==> src/rtl/cp_dmem_pkg.sv <==
// Shared constants and types for the CP data-memory port master.
package cp_dmem_pkg;

    // Default datapath / memory word width.
    localparam int CP_D_WIDTH_DEFAULT      = 72;
    // Default data-memory address width.
    localparam int DMEM_ADDR_WIDTH_DEFAULT = 10;
    // Operand buffer depth; must be a power of two and at least 4.
    localparam int OPD_FIFO_DEPTH          = 4;
    // Width of the FIFO occupancy counter (holds 0..OPD_FIFO_DEPTH).
    localparam int OPD_CNT_WIDTH           = $clog2(OPD_FIFO_DEPTH) + 1;

    // One returned operand pair; a occupies the upper half when packed.
    typedef struct packed {
        logic [CP_D_WIDTH_DEFAULT-1:0] a;
        logic [CP_D_WIDTH_DEFAULT-1:0] b;
    } opd_pair_t;

endpackage

==> src/rtl/cp_opd_fifo.sv <==
// Show-ahead synchronous FIFO that buffers returned operand pairs.
// The head entry is always visible on head_data; a pop only advances it.
module cp_opd_fifo
    import cp_dmem_pkg::*;
#(
    parameter int WIDTH = 2 * CP_D_WIDTH_DEFAULT,
    parameter int DEPTH = OPD_FIFO_DEPTH
) (
    input  logic                     clock,
    input  logic                     nreset,
    input  logic                     push,
    input  logic [WIDTH-1:0]         push_data,
    input  logic                     pop,
    output logic [WIDTH-1:0]         head_data,
    output logic                     not_empty,
    output logic [$clog2(DEPTH):0]   count
);

    localparam int AW = $clog2(DEPTH);
    localparam logic [AW:0] FULL_COUNT = (AW + 1)'(DEPTH);

    logic [WIDTH-1:0] mem [DEPTH];
    logic [AW-1:0]    wr_ptr;
    logic [AW-1:0]    rd_ptr;
    logic             do_pop;

    // A pop on an empty FIFO is ignored so the pointers never run ahead.
    assign do_pop = pop && (count != '0);

    // Storage, pointers and occupancy; storage is cleared so the head reads 0 after reset.
    always_ff @(posedge clock) begin
        if (!nreset) begin
            wr_ptr <= '0;
            rd_ptr <= '0;
            count  <= '0;
            for (int i = 0; i < DEPTH; i++) begin
                mem[i] <= '0;
            end
        end else begin
            if (push) begin
                mem[wr_ptr] <= push_data;
                wr_ptr      <= wr_ptr + 1'b1;
            end
            if (do_pop) begin
                rd_ptr <= rd_ptr + 1'b1;
            end
            case ({push, do_pop})
                2'b10:   count <= count + 1'b1;
                2'b01:   count <= count - 1'b1;
                default: count <= count;
            endcase
        end
    end

    // The credit scheme upstream guarantees a push never lands on a full FIFO.
    always_ff @(posedge clock) begin
        if (nreset) begin
            assert (!(push && (count == FULL_COUNT) && !do_pop));
        end
    end

    assign head_data = mem[rd_ptr];
    assign not_empty = (count != '0);

endmodule

==> src/rtl/cp_dmem_port_master.sv <==
// Client-side controller for the CP cluster data memory: two read ports
// fetch operand pairs through a 2-stage pipe into a credit-protected FIFO,
// and a third port performs single-cycle write-back.
//
// Handshakes: every interface uses valid/ready; a transfer happens on a
// rising clock edge where valid and ready are both high. valid does not
// depend on ready; ready may depend on valid-side payload only through the
// read/write address collision check.
module cp_dmem_port_master
    import cp_dmem_pkg::*;
#(
    parameter int CP_D_WIDTH      = CP_D_WIDTH_DEFAULT,
    parameter int DMEM_ADDR_WIDTH = DMEM_ADDR_WIDTH_DEFAULT
) (
    input  logic                       clock,
    input  logic                       nreset,
    input  logic                       req_valid,
    output logic                       req_ready,
    input  logic [DMEM_ADDR_WIDTH-1:0] req_addr_a,
    input  logic [DMEM_ADDR_WIDTH-1:0] req_addr_b,
    output logic                       opd_valid,
    input  logic                       opd_ready,
    output logic [CP_D_WIDTH-1:0]      opd_a,
    output logic [CP_D_WIDTH-1:0]      opd_b,
    input  logic                       wb_valid,
    output logic                       wb_ready,
    input  logic [DMEM_ADDR_WIDTH-1:0] wb_addr,
    input  logic [CP_D_WIDTH-1:0]      wb_data,
    output logic [DMEM_ADDR_WIDTH-1:0] dmem_addr_a,
    input  logic [CP_D_WIDTH-1:0]      dmem_out_a,
    output logic [DMEM_ADDR_WIDTH-1:0] dmem_addr_b,
    input  logic [CP_D_WIDTH-1:0]      dmem_out_b,
    output logic [DMEM_ADDR_WIDTH-1:0] dmem_addr_c,
    output logic [CP_D_WIDTH-1:0]      dmem_in_c,
    output logic                       dmem_we_c
);

    localparam int CW = OPD_CNT_WIDTH;

    logic                    stage1_valid;
    logic                    stage2_valid;
    logic [CW-1:0]           fifo_count;
    logic [CW:0]             occupancy;
    logic                    credit_ok;
    logic                    collide;
    logic                    req_fire;
    logic                    wb_fire;
    logic                    opd_pop;
    logic [2*CP_D_WIDTH-1:0] head_data;

    // A write to an address being read this cycle would race the memory's
    // read sampling, so the read waits one cycle and then sees the new data.
    assign collide = wb_valid && ((wb_addr == req_addr_a) || (wb_addr == req_addr_b));

    // Reserve a FIFO slot for every read still in the pipe so it can never overflow.
    assign occupancy = {1'b0, fifo_count}
                     + {{CW{1'b0}}, stage1_valid}
                     + {{CW{1'b0}}, stage2_valid};
    assign credit_ok = occupancy < (CW + 1)'(OPD_FIFO_DEPTH);

    assign req_ready = nreset && credit_ok && !collide;
    assign req_fire  = req_valid && req_ready;
    assign wb_ready  = nreset;
    assign wb_fire   = wb_valid && wb_ready;
    assign opd_pop   = opd_valid && opd_ready;

    // Read address pipe: launch addresses on accept and track the two in-flight stages.
    always_ff @(posedge clock) begin
        if (!nreset) begin
            dmem_addr_a  <= '0;
            dmem_addr_b  <= '0;
            stage1_valid <= 1'b0;
            stage2_valid <= 1'b0;
        end else begin
            if (req_fire) begin
                dmem_addr_a <= req_addr_a;
                dmem_addr_b <= req_addr_b;
            end
            stage1_valid <= req_fire;
            stage2_valid <= stage1_valid;
        end
    end

    // Write-back register: one write-enable pulse per accepted write.
    always_ff @(posedge clock) begin
        if (!nreset) begin
            dmem_addr_c <= '0;
            dmem_in_c   <= '0;
            dmem_we_c   <= 1'b0;
        end else begin
            dmem_we_c <= wb_fire;
            if (wb_fire) begin
                dmem_addr_c <= wb_addr;
                dmem_in_c   <= wb_data;
            end
        end
    end

    cp_opd_fifo #(
        .WIDTH (2 * CP_D_WIDTH),
        .DEPTH (OPD_FIFO_DEPTH)
    ) u_opd_fifo (
        .clock     (clock),
        .nreset    (nreset),
        .push      (stage2_valid),
        .push_data ({dmem_out_a, dmem_out_b}),
        .pop       (opd_pop),
        .head_data (head_data),
        .not_empty (opd_valid),
        .count     (fifo_count)
    );

    assign opd_a = head_data[2*CP_D_WIDTH-1:CP_D_WIDTH];
    assign opd_b = head_data[CP_D_WIDTH-1:0];

endmodule
==> config.mk <==
export PLATFORM = sky130hd
export DESIGN_NAME = cp_dmem_port_master
export DESIGN_NICKNAME = d
export VERILOG_FILES = /design/src/rtl/cp_dmem_pkg.sv /design/src/rtl/cp_opd_fifo.sv /design/src/rtl/cp_dmem_port_master.sv
export SDC_FILE = /design/constraint.sdc
export NUM_CORES = 1
export LEC_CHECK = 0
export CORE_MARGIN = 3
export CORE_UTILIZATION = 57
export DETAILED_ROUTE_END_ITERATION = 6
export HOLD_SLACK_MARGIN = 0.02
export PLACE_DENSITY = 0.85
export SYNTH_ARGS = -nofsm -noshare
export SYNTH_HDL_FRONTEND = slang
export SYNTH_SLANG_ARGS = --single-unit
==> constraint.sdc <==
create_clock -name clock -period 25.2 [get_ports clock]
set_input_delay 2.52 -clock clock [delete_from_list [all_inputs] [get_ports clock]]
set_output_delay 2.52 -clock clock [all_outputs]
set_load 0.01 [all_outputs]
==> results of run 1 <==
[layer usage]
metal  global-route usage, %  wire length (um)
met4                   9.584              2078
met5                       0                69
met1                   36.01             28060
met3                   7.946              6974
met2                   47.71             39190
[sequential cells by signal (all words and copies together), names as in the netlist, named ones only]
register,flops
u_opd_fifo.count,3
dmem_addr_b,10
stage2_valid,1
dmem_addr_a,10
dmem_we_c,1
u_opd_fifo.wr_ptr,2
stage1_valid,1
dmem_addr_c,10
u_opd_fifo.rd_ptr,2
dmem_in_c,72
u_opd_fifo.mem,576
[cell type report]
cell class | instances | area share, %
clock buffer | 94 | 5.228
tap | 672 | 2.277
timing repair buffer | 525 | 14.06
sequential | 690 | 53.05
multi-input combinational | 1014 | 24.48
inverter | 4 | 0.04066
antenna | 10 | 0.06776
clock inverter | 35 | 0.7962
[stage by stage]
stage               area, sq um  utilization, %
floorplan                 29230               -
global placement          34680           68.84
detailed placement        34680           68.84
CTS                       36900           73.26
global route              36920           73.29
finish                    36930           73.30
[Yosys cell counts, drive strengths merged, types with 3 or more instances]
cell type    n  area (sq um)
and2       443          2774
xor2        10         87.58
buf         44         245.2
nor3         3         26.28
xnor2       16         140.1
nand3       22         110.1
dfxtp      114          2282
nand2       25         96.35
clkbuf      97         384.1
o21ai       24         120.1
inv          4         15.01
edfxtp     576         17300
nor2b       84         525.5
and3       144         900.9
mux4       144          3243
mux2i       82         820.8
[critical path: stages]
cell                              delay (ps)
sky130_fd_sc_hd__buf_6                   590
sky130_fd_sc_hd__nor2b_1                 200
sky130_fd_sc_hd__o21ai_0                 120
sky130_fd_sc_hd__a31oi_1                 160
sky130_fd_sc_hd__buf_4                   280
sky130_fd_sc_hd__nor2b_1                 220
sky130_fd_sc_hd__clkdlybuf4s50_1         570
[power by group through the flow]
stage	Clock, mW	Combinational, mW	Sequential, mW
6_report	1.01	0.529	1.32
2_1_floorplan	0	0.284	1.34
3_3_place_gp	0	0.529	1.34
4_1_cts	1.02	0.536	1.33
5_1_grt	1.07	0.562	1.33
3_5_place_dp	0	0.532	1.35
[final timing paths]
path	startpoint	to	slack (ps)
worst min-delay path	dmem_addr_a[7]$_SDFFE_PN0P_	dmem_addr_a[7]$_SDFFE_PN0P_	450
worst min register to register	dmem_addr_a[7]$_SDFFE_PN0P_	dmem_addr_a[7]$_SDFFE_PN0P_	450
worst max-delay path	nreset	req_ready	17980
worst max register to register	stage2_valid$_SDFF_PN0_	u_opd_fifo.mem[0][134]$_SDFFCE_PN0P_	21390
[cell families after synthesis]
| family | count (synthesis) |
|---|---|
| XOR/XNOR | 26 |
| multiplexers | 226 |
| adder cells (fa/ha/maj) | 3 |
| flip-flops | 690 |
| buffers and inverters | 145 |
| AO/OA/AOI/OAI | 28 |
| AND/OR/NAND/NOR | 731 |
==> flow_results.xml, run 1 <==
<?xml version="1.0" encoding="UTF-8"?>
<metrics>
  <group name="synth">
    <metric name="fraction_of_the_mapped_netlist_area_in_adder_cells" unit="%">0.1541</metric>
    <metric name="synth_xor_area_share" unit="%">0.7790</metric>
    <metric name="post_synth_mux_area_share" unit="%">13.90</metric>
    <metric name="number_of_enable_type_register_cells_in_the_synthesized_netlist" unit="">576</metric>
    <metric name="postSynth.topFlopCell" unit="">sky130_fd_sc_hd__edfxtp_1</metric>
    <metric name="synth_area_per_cell" unit="sq um">15.81</metric>
    <metric name="combinational_family_with_the_most_area_after_synthesis" unit="">simple AND/OR/NAND/NOR gates</metric>
    <metric name="ys_warn_count" unit="">0</metric>
    <metric name="synth_compound_gate_area_share" unit="%">0.5051</metric>
    <metric name="synth.yosys.seq_area_share" unit="%">66.98</metric>
    <metric name="synth_nets" unit="">2103</metric>
    <metric name="postSynth.asyncResetShare" unit="%">0</metric>
    <metric name="ys_types" unit="">36</metric>
    <metric name="synthSimpleGateAreaFrac" unit="%">15.47</metric>
    <metric name="mappedNetlistArea" unit="sq um">29230</metric>
    <metric name="post_synth_inst_count" unit="">1849</metric>
    <metric name="flip_flop_and_latch_count_after_synthesis" unit="">690</metric>
  </group>
  <group name="clock_tree">
    <metric name="ctsRootBufferMaster" unit="">sky130_fd_sc_hd__clkbuf_16</metric>
    <metric name="sinks_on_the_clock_net" unit="">690</metric>
    <metric name="numCtsBuffers" unit="">70</metric>
    <metric name="cts.hold.buffers_added" unit="">0</metric>
    <metric name="ctsResizeCount" unit="">0</metric>
    <metric name="cts_tree" unit="">built</metric>
    <metric name="cts.reportedPaths.clkPinSlew" unit="ps">60</metric>
    <metric name="clk_path_buf_depth" unit="">3</metric>
    <metric name="post_cts_buffers" unit="">0</metric>
    <metric name="cts-htree-levels" unit="">3</metric>
    <metric name="worstSkewPairLatency" unit="ps">600</metric>
  </group>
  <group name="cells_and_area">
    <metric name="fillCellCount" unit="">3067</metric>
    <metric name="most_used_cells_in_the_layout_excluding_fill_and_tap_cells" unit="">sky130_fd_sc_hd__edfxtp_1 (576), sky130_fd_sc_hd__clkdlybuf4s50_1 (498), sky130_fd_sc_hd__and2_1 (442)</metric>
    <metric name="layout_commonest_cell" unit="">sky130_fd_sc_hd__edfxtp_1</metric>
    <metric name="nets" unit="">2559</metric>
    <metric name="share_of_post_route_cells_with_drive_strength_above_1" unit="%">11.81</metric>
    <metric name="register_area" unit="sq um">19590</metric>
    <metric name="multi_input_area" unit="sq um">9041</metric>
    <metric name="synthToLayoutAreaGrowth" unit="%">26.33</metric>
    <metric name="final-instance-count-excl-fill" unit="">3044</metric>
  </group>
  <group name="power">
    <metric name="power.clock.fraction" unit="%">35.2</metric>
    <metric name="power.switching_fraction" unit="%">24.29</metric>
    <metric name="leakagePower" unit="nW">13.83</metric>
    <metric name="power_per_cell_area" unit="nW/um^2">77.49</metric>
    <metric name="switchingPower" unit="uW">694.9</metric>
    <metric name="worst_ir_drop_vdd" unit="V">0.00006275</metric>
    <metric name="power_frac_seq" unit="%">46.3</metric>
    <metric name="p_int" unit="mW">2.166</metric>
    <metric name="relative_contribution_of_combinational_cells_to_total_power" unit="%">18.5</metric>
    <metric name="total_power_draw" unit="mW">2.861</metric>
  </group>
  <group name="worst_setup_path">
    <metric name="reg2reg_depth" unit="">5</metric>
    <metric name="start_kind" unit="">input port</metric>
    <metric name="worst_endpoint_required_time" unit="ps">22680</metric>
    <metric name="cp.arrival" unit="ps">4700</metric>
    <metric name="critical_path.endpoint_type" unit="">primary output</metric>
    <metric name="critPathMaxFanout" unit="">118</metric>
    <metric name="worst-setup-path-type" unit="">input port to primary output</metric>
  </group>
  <group name="detailed_routing">
    <metric name="drc_errors" unit="">0</metric>
    <metric name="drt-total-wl" unit="um">76370</metric>
    <metric name="drt-initial-drc-count" unit="">1455</metric>
    <metric name="routed-via-count" unit="">17590</metric>
    <metric name="wire_per_inst" unit="um">25.09</metric>
    <metric name="number_of_routed_nets_with_antenna_violations" unit="">0</metric>
    <metric name="drt_pre_antenna_iters" unit="">5</metric>
    <metric name="drt-vias-per-instance" unit="">5.777</metric>
  </group>
  <group name="floorplanning">
    <metric name="effective_utilization_at_floorplan" unit="%">58.02</metric>
    <metric name="floorplan.die.height" unit="um">232.5</metric>
    <metric name="design.core.area" unit="sq um">50380</metric>
    <metric name="fp.dieArea" unit="sq um">54040</metric>
    <metric name="chip_width" unit="um">232.5</metric>
    <metric name="num_rows" unit="">82</metric>
    <metric name="boundaryPins" unit="">501</metric>
  </group>
  <group name="sta">
    <metric name="setup_viol" unit="">0</metric>
    <metric name="min_period" unit="ps">7218</metric>
    <metric name="clock_skew" unit="ps">25.55</metric>
    <metric name="fin_crit_sh" unit="%">28.64</metric>
    <metric name="tns" unit="ps">0</metric>
    <metric name="fmax" unit="MHz">138.5</metric>
    <metric name="hold_slack" unit="ps">450.2</metric>
    <metric name="timing_hold_violations_final" unit="">0</metric>
    <metric name="slew_viol_final" unit="">0</metric>
    <metric name="final_critical_path_setup_slack" unit="ps">17980</metric>
    <metric name="worst_pin_slew" unit="ps">1206</metric>
    <metric name="timing.max_slew.rel_slack" unit="%">19.62</metric>
    <metric name="unrepaired_setup_endpoints_after_global_routing" unit="">no</metric>
  </group>
  <group name="global_route">
    <metric name="grt_overflow" unit="">0</metric>
    <metric name="first_global_vias" unit="">18330</metric>
    <metric name="grt_pass1_wl" unit="um">114800</metric>
    <metric name="grt_max_degree" unit="">119</metric>
    <metric name="grt_antenna_before_repair" unit="">14</metric>
    <metric name="global_route.usage.total" unit="%">28.44</metric>
  </group>
  <group name="status">
    <metric name="run_status" unit="">complete, no violations</metric>
  </group>
  <group name="place">
    <metric name="io_buffer_count" unit="">500</metric>
    <metric name="dp.cells" unit="">2905</metric>
    <metric name="gp_congestion" unit="">0.8518</metric>
    <metric name="dp_hpwl" unit="um">46170</metric>
    <metric name="dp_worst_setup_slack" unit="ps">18000</metric>
  </group>
  <group name="worst_hold_path">
    <metric name="hold_path_class" unit="">flip-flop to flip-flop</metric>
    <metric name="timing.hold.worst_path_depth" unit="">2</metric>
  </group>
  <group name="job">
    <metric name="maxCapViolCount" unit="">0</metric>
  </group>
</metrics>
(Power assumes the default switching activity.)
==> run 2: changes to the inputs <==
CORE_UTILIZATION = 53   (was 57)
PLACE_DENSITY = 0.8   (was 0.85)
clock period = 7.5 ns   (was 25.2 ns; I/O delays follow)
==> run 2 against run 1 <==
Design area hardly changed. Sequential power grew to 3.3 times the previous value. Register-to-register slack worse by 18000 ps. Critical path depth is 4 lower. Clock skew is 8.4 ps lower. Clock-buffer cell count is 5 lower. Global-route usage is 3.1 points lower. Via count is 1.6% lower. Largest cell class unchanged. Highest routed layer unchanged.
==> flow_results.xml, run 2 (same netlist as run 1, synthesis figures left out) <==
<?xml version="1.0" encoding="UTF-8"?>
<metrics>
  <group name="clock_tree">
    <metric name="cts-htree-levels" unit="">3</metric>
    <metric name="cts_tree" unit="">built</metric>
    <metric name="ctsResizeCount" unit="">0</metric>
    <metric name="worstSkewPairLatency" unit="ps">590</metric>
    <metric name="clk_path_buf_depth" unit="">3</metric>
    <metric name="cts.hold.buffers_added" unit="">0</metric>
    <metric name="numCtsBuffers" unit="">70</metric>
    <metric name="post_cts_buffers" unit="">0</metric>
    <metric name="cts.reportedPaths.clkPinSlew" unit="ps">60</metric>
    <metric name="ctsRootBufferMaster" unit="">sky130_fd_sc_hd__clkbuf_16</metric>
    <metric name="sinks_on_the_clock_net" unit="">690</metric>
  </group>
  <group name="sta">
    <metric name="fin_crit_sh" unit="%">51.00</metric>
    <metric name="slew_viol_final" unit="">0</metric>
    <metric name="worst_pin_slew" unit="ps">1108</metric>
    <metric name="timing.max_slew.rel_slack" unit="%">26.11</metric>
    <metric name="fmax" unit="MHz">261.4</metric>
    <metric name="timing_hold_violations_final" unit="">0</metric>
    <metric name="clock_skew" unit="ps">17.12</metric>
    <metric name="setup_viol" unit="">0</metric>
    <metric name="tns" unit="ps">0</metric>
    <metric name="unrepaired_setup_endpoints_after_global_routing" unit="">no</metric>
    <metric name="min_period" unit="ps">3825</metric>
    <metric name="hold_slack" unit="ps">447.2</metric>
  </group>
  <group name="power">
    <metric name="total_power_draw" unit="mW">9.501</metric>
    <metric name="power_per_cell_area" unit="nW/um^2">257.5</metric>
    <metric name="switchingPower" unit="mW">2.295</metric>
    <metric name="relative_contribution_of_combinational_cells_to_total_power" unit="%">18.9</metric>
    <metric name="p_int" unit="mW">7.206</metric>
    <metric name="power.switching_fraction" unit="%">24.15</metric>
    <metric name="power.clock.fraction" unit="%">34.5</metric>
    <metric name="worst_ir_drop_vdd" unit="V">0.0002062</metric>
    <metric name="leakagePower" unit="nW">13.79</metric>
    <metric name="power_frac_seq" unit="%">46.5</metric>
  </group>
  <group name="cells_and_area">
    <metric name="largest_register_ffs" unit="">576</metric>
    <metric name="share_of_post_route_cells_with_drive_strength_above_1" unit="%">11.69</metric>
    <metric name="final-instance-count-excl-fill" unit="">3066</metric>
    <metric name="nets" unit="">2559</metric>
    <metric name="synthToLayoutAreaGrowth" unit="%">26.21</metric>
    <metric name="layout_commonest_cell" unit="">sky130_fd_sc_hd__edfxtp_1</metric>
    <metric name="fillCellCount" unit="">3586</metric>
    <metric name="most_used_cells_in_the_layout_excluding_fill_and_tap_cells" unit="">sky130_fd_sc_hd__edfxtp_1 (576), sky130_fd_sc_hd__clkdlybuf4s50_1 (498), sky130_fd_sc_hd__and2_1 (442)</metric>
    <metric name="regMostFlops" unit="">u_opd_fifo.mem</metric>
    <metric name="reg_top3" unit="">u_opd_fifo.mem: 576 flops, dmem_in_c: 72 flops</metric>
  </group>
  <group name="worst_setup_path">
    <metric name="worst_endpoint_required_time" unit="ps">6750</metric>
    <metric name="critical_path.endpoint_type" unit="">primary output</metric>
    <metric name="cp.arrival" unit="ps">3080</metric>
    <metric name="critical_r2r_capture" unit="">u_opd_fifo.mem[3][38]$_DFFE_PP_</metric>
    <metric name="worst-setup-path-type" unit="">flip-flop to primary output</metric>
    <metric name="critPathMaxFanout" unit="">73</metric>
    <metric name="regToRegSetupSlack" unit="ps">3710</metric>
    <metric name="reg2reg_depth" unit="">5</metric>
    <metric name="crit-reg2reg-launch" unit="">stage2_valid$_SDFF_PN0_</metric>
    <metric name="start_kind" unit="">flip-flop</metric>
  </group>
  <group name="floorplanning">
    <metric name="chip_width" unit="um">240.8</metric>
    <metric name="effective_utilization_at_floorplan" unit="%">53.89</metric>
    <metric name="design.core.area" unit="sq um">54240</metric>
    <metric name="fp.dieArea" unit="sq um">58010</metric>
    <metric name="boundaryPins" unit="">501</metric>
    <metric name="floorplan.die.height" unit="um">240.8</metric>
    <metric name="num_rows" unit="">85</metric>
  </group>
  <group name="detailed_routing">
    <metric name="drt-initial-drc-count" unit="">1160</metric>
    <metric name="routed-via-count" unit="">17300</metric>
    <metric name="drt_pre_antenna_iters" unit="">7</metric>
    <metric name="drc_errors" unit="">0</metric>
    <metric name="drt-vias-per-instance" unit="">5.642</metric>
    <metric name="wire_per_inst" unit="um">24.21</metric>
    <metric name="number_of_routed_nets_with_antenna_violations" unit="">0</metric>
    <metric name="drt-total-wl" unit="um">74240</metric>
  </group>
  <group name="worst_hold_path">
    <metric name="whs_endpoint" unit="">dmem_addr_a[8]$_SDFFE_PN0P_</metric>
    <metric name="timing.hold.worst_path_depth" unit="">2</metric>
    <metric name="hold_path_class" unit="">flip-flop to flip-flop</metric>
    <metric name="worstHoldStart" unit="">dmem_addr_a[8]$_SDFFE_PN0P_</metric>
  </group>
  <group name="global_route">
    <metric name="global_route.usage.total" unit="%">25.33</metric>
    <metric name="grt_pass1_wl" unit="um">109800</metric>
    <metric name="grt_overflow" unit="">0</metric>
    <metric name="grt_max_degree" unit="">145</metric>
    <metric name="first_global_vias" unit="">17910</metric>
    <metric name="grt_antenna_before_repair" unit="">20</metric>
  </group>
  <group name="place">
    <metric name="dp_hpwl" unit="um">45390</metric>
    <metric name="dp.cells" unit="">2929</metric>
    <metric name="io_buffer_count" unit="">500</metric>
    <metric name="gp_congestion" unit="">0.8847</metric>
  </group>
  <group name="job">
    <metric name="maxCapViolCount" unit="">0</metric>
  </group>
  <group name="status">
    <metric name="run_status" unit="">complete, no violations</metric>
  </group>
</metrics>
[run 2: cell types whose count changed in the layout (fill, tap and decap cells not counted), moves of 2 or more]
cell and change:
sky130_fd_sc_hd__clkinvlp_4 -2, sky130_fd_sc_hd__diode_2 +8, sky130_fd_sc_hd__clkbuf_8 -2, sky130_fd_sc_hd__clkinv_1 -7, sky130_fd_sc_hd__clkbuf_16 -2, sky130_fd_sc_hd__clkinv_2 +4
sky130_fd_sc_hd__buf_12 +2, sky130_fd_sc_hd__buf_4 -2
[run 2: worst max-delay path by stage]
stage              start                                   end  slack (ps)  depth (start not counted)
2_1_floorplan     nreset    u_opd_fifo.mem[2][0]$_SDFFCE_PN0P_        1980                          5
3_3_place_gp      nreset  u_opd_fifo.mem[2][133]$_SDFFCE_PN0P_        3560                          6
3_5_place_dp      nreset  u_opd_fifo.mem[2][133]$_SDFFCE_PN0P_        3550                          6
4_1_cts        flip-flop                             opd_b[43]        3580                          3
5_1_grt        flip-flop                             opd_b[43]        3470                          3
6_report       flip-flop                             opd_a[50]        3670                          3
[run 2: worst max-delay path, cell delays in order, from the launching register on]
cell and delay (ps):
sky130_fd_sc_hd__dfxtp_4 540, sky130_fd_sc_hd__buf_4 900, sky130_fd_sc_hd__mux4_2 390, sky130_fd_sc_hd__clkdlybuf4s50_1 620
[run 2: metal layers]
| metal | up-vias | global-route usage [%] | wire length (um) |
|---|---|---|---|
| met5 | - | 0 | 82 |
| met4 | 12 | 10.83 | 2583 |
| met2 | 720 | 41.64 | 37040 |
| li1 | 7750 | - | - |
| met3 | 135 | 7.211 | 6529 |
| met1 | 8682 | 31.82 | 28010 |
[run 2: power groups by stage]
stage	sequential [mW]	clock (mW)	combinational [mW]
after global routing	4.44	3.49	1.92
after detailed placement	4.50	0	1.82
after global placement	4.49	0	1.81
after CTS	4.42	3.34	1.83
after floorplan	4.49	0	0.953
final	4.42	3.28	1.80
[run 2: metrics by stage]
stage | setup WS, ps | cell area, sq um | util, %
after global placement | 3560 | 34730 | 64.04
after detailed placement | 3551 | 34730 | 64.04
after floorplan | 1983 | 29230 | -
after global routing | 3467 | 36880 | 67.99
final | 3675 | 36890 | 68.02
after CTS | 3585 | 36850 | 67.93
[run 2: final cells by class]
type,count,area [sq um],area share [%]
timing repair buffer,525,5216,14.14
clock inverter,30,269.0,0.7292
multi-input combinational,1014,9041,24.51
antenna,18,45.04,0.1221
clock buffer,89,1844,4.999
sequential,690,19590,53.10
inverter,4,15.01,0.04070
tap,696,870.8,2.361
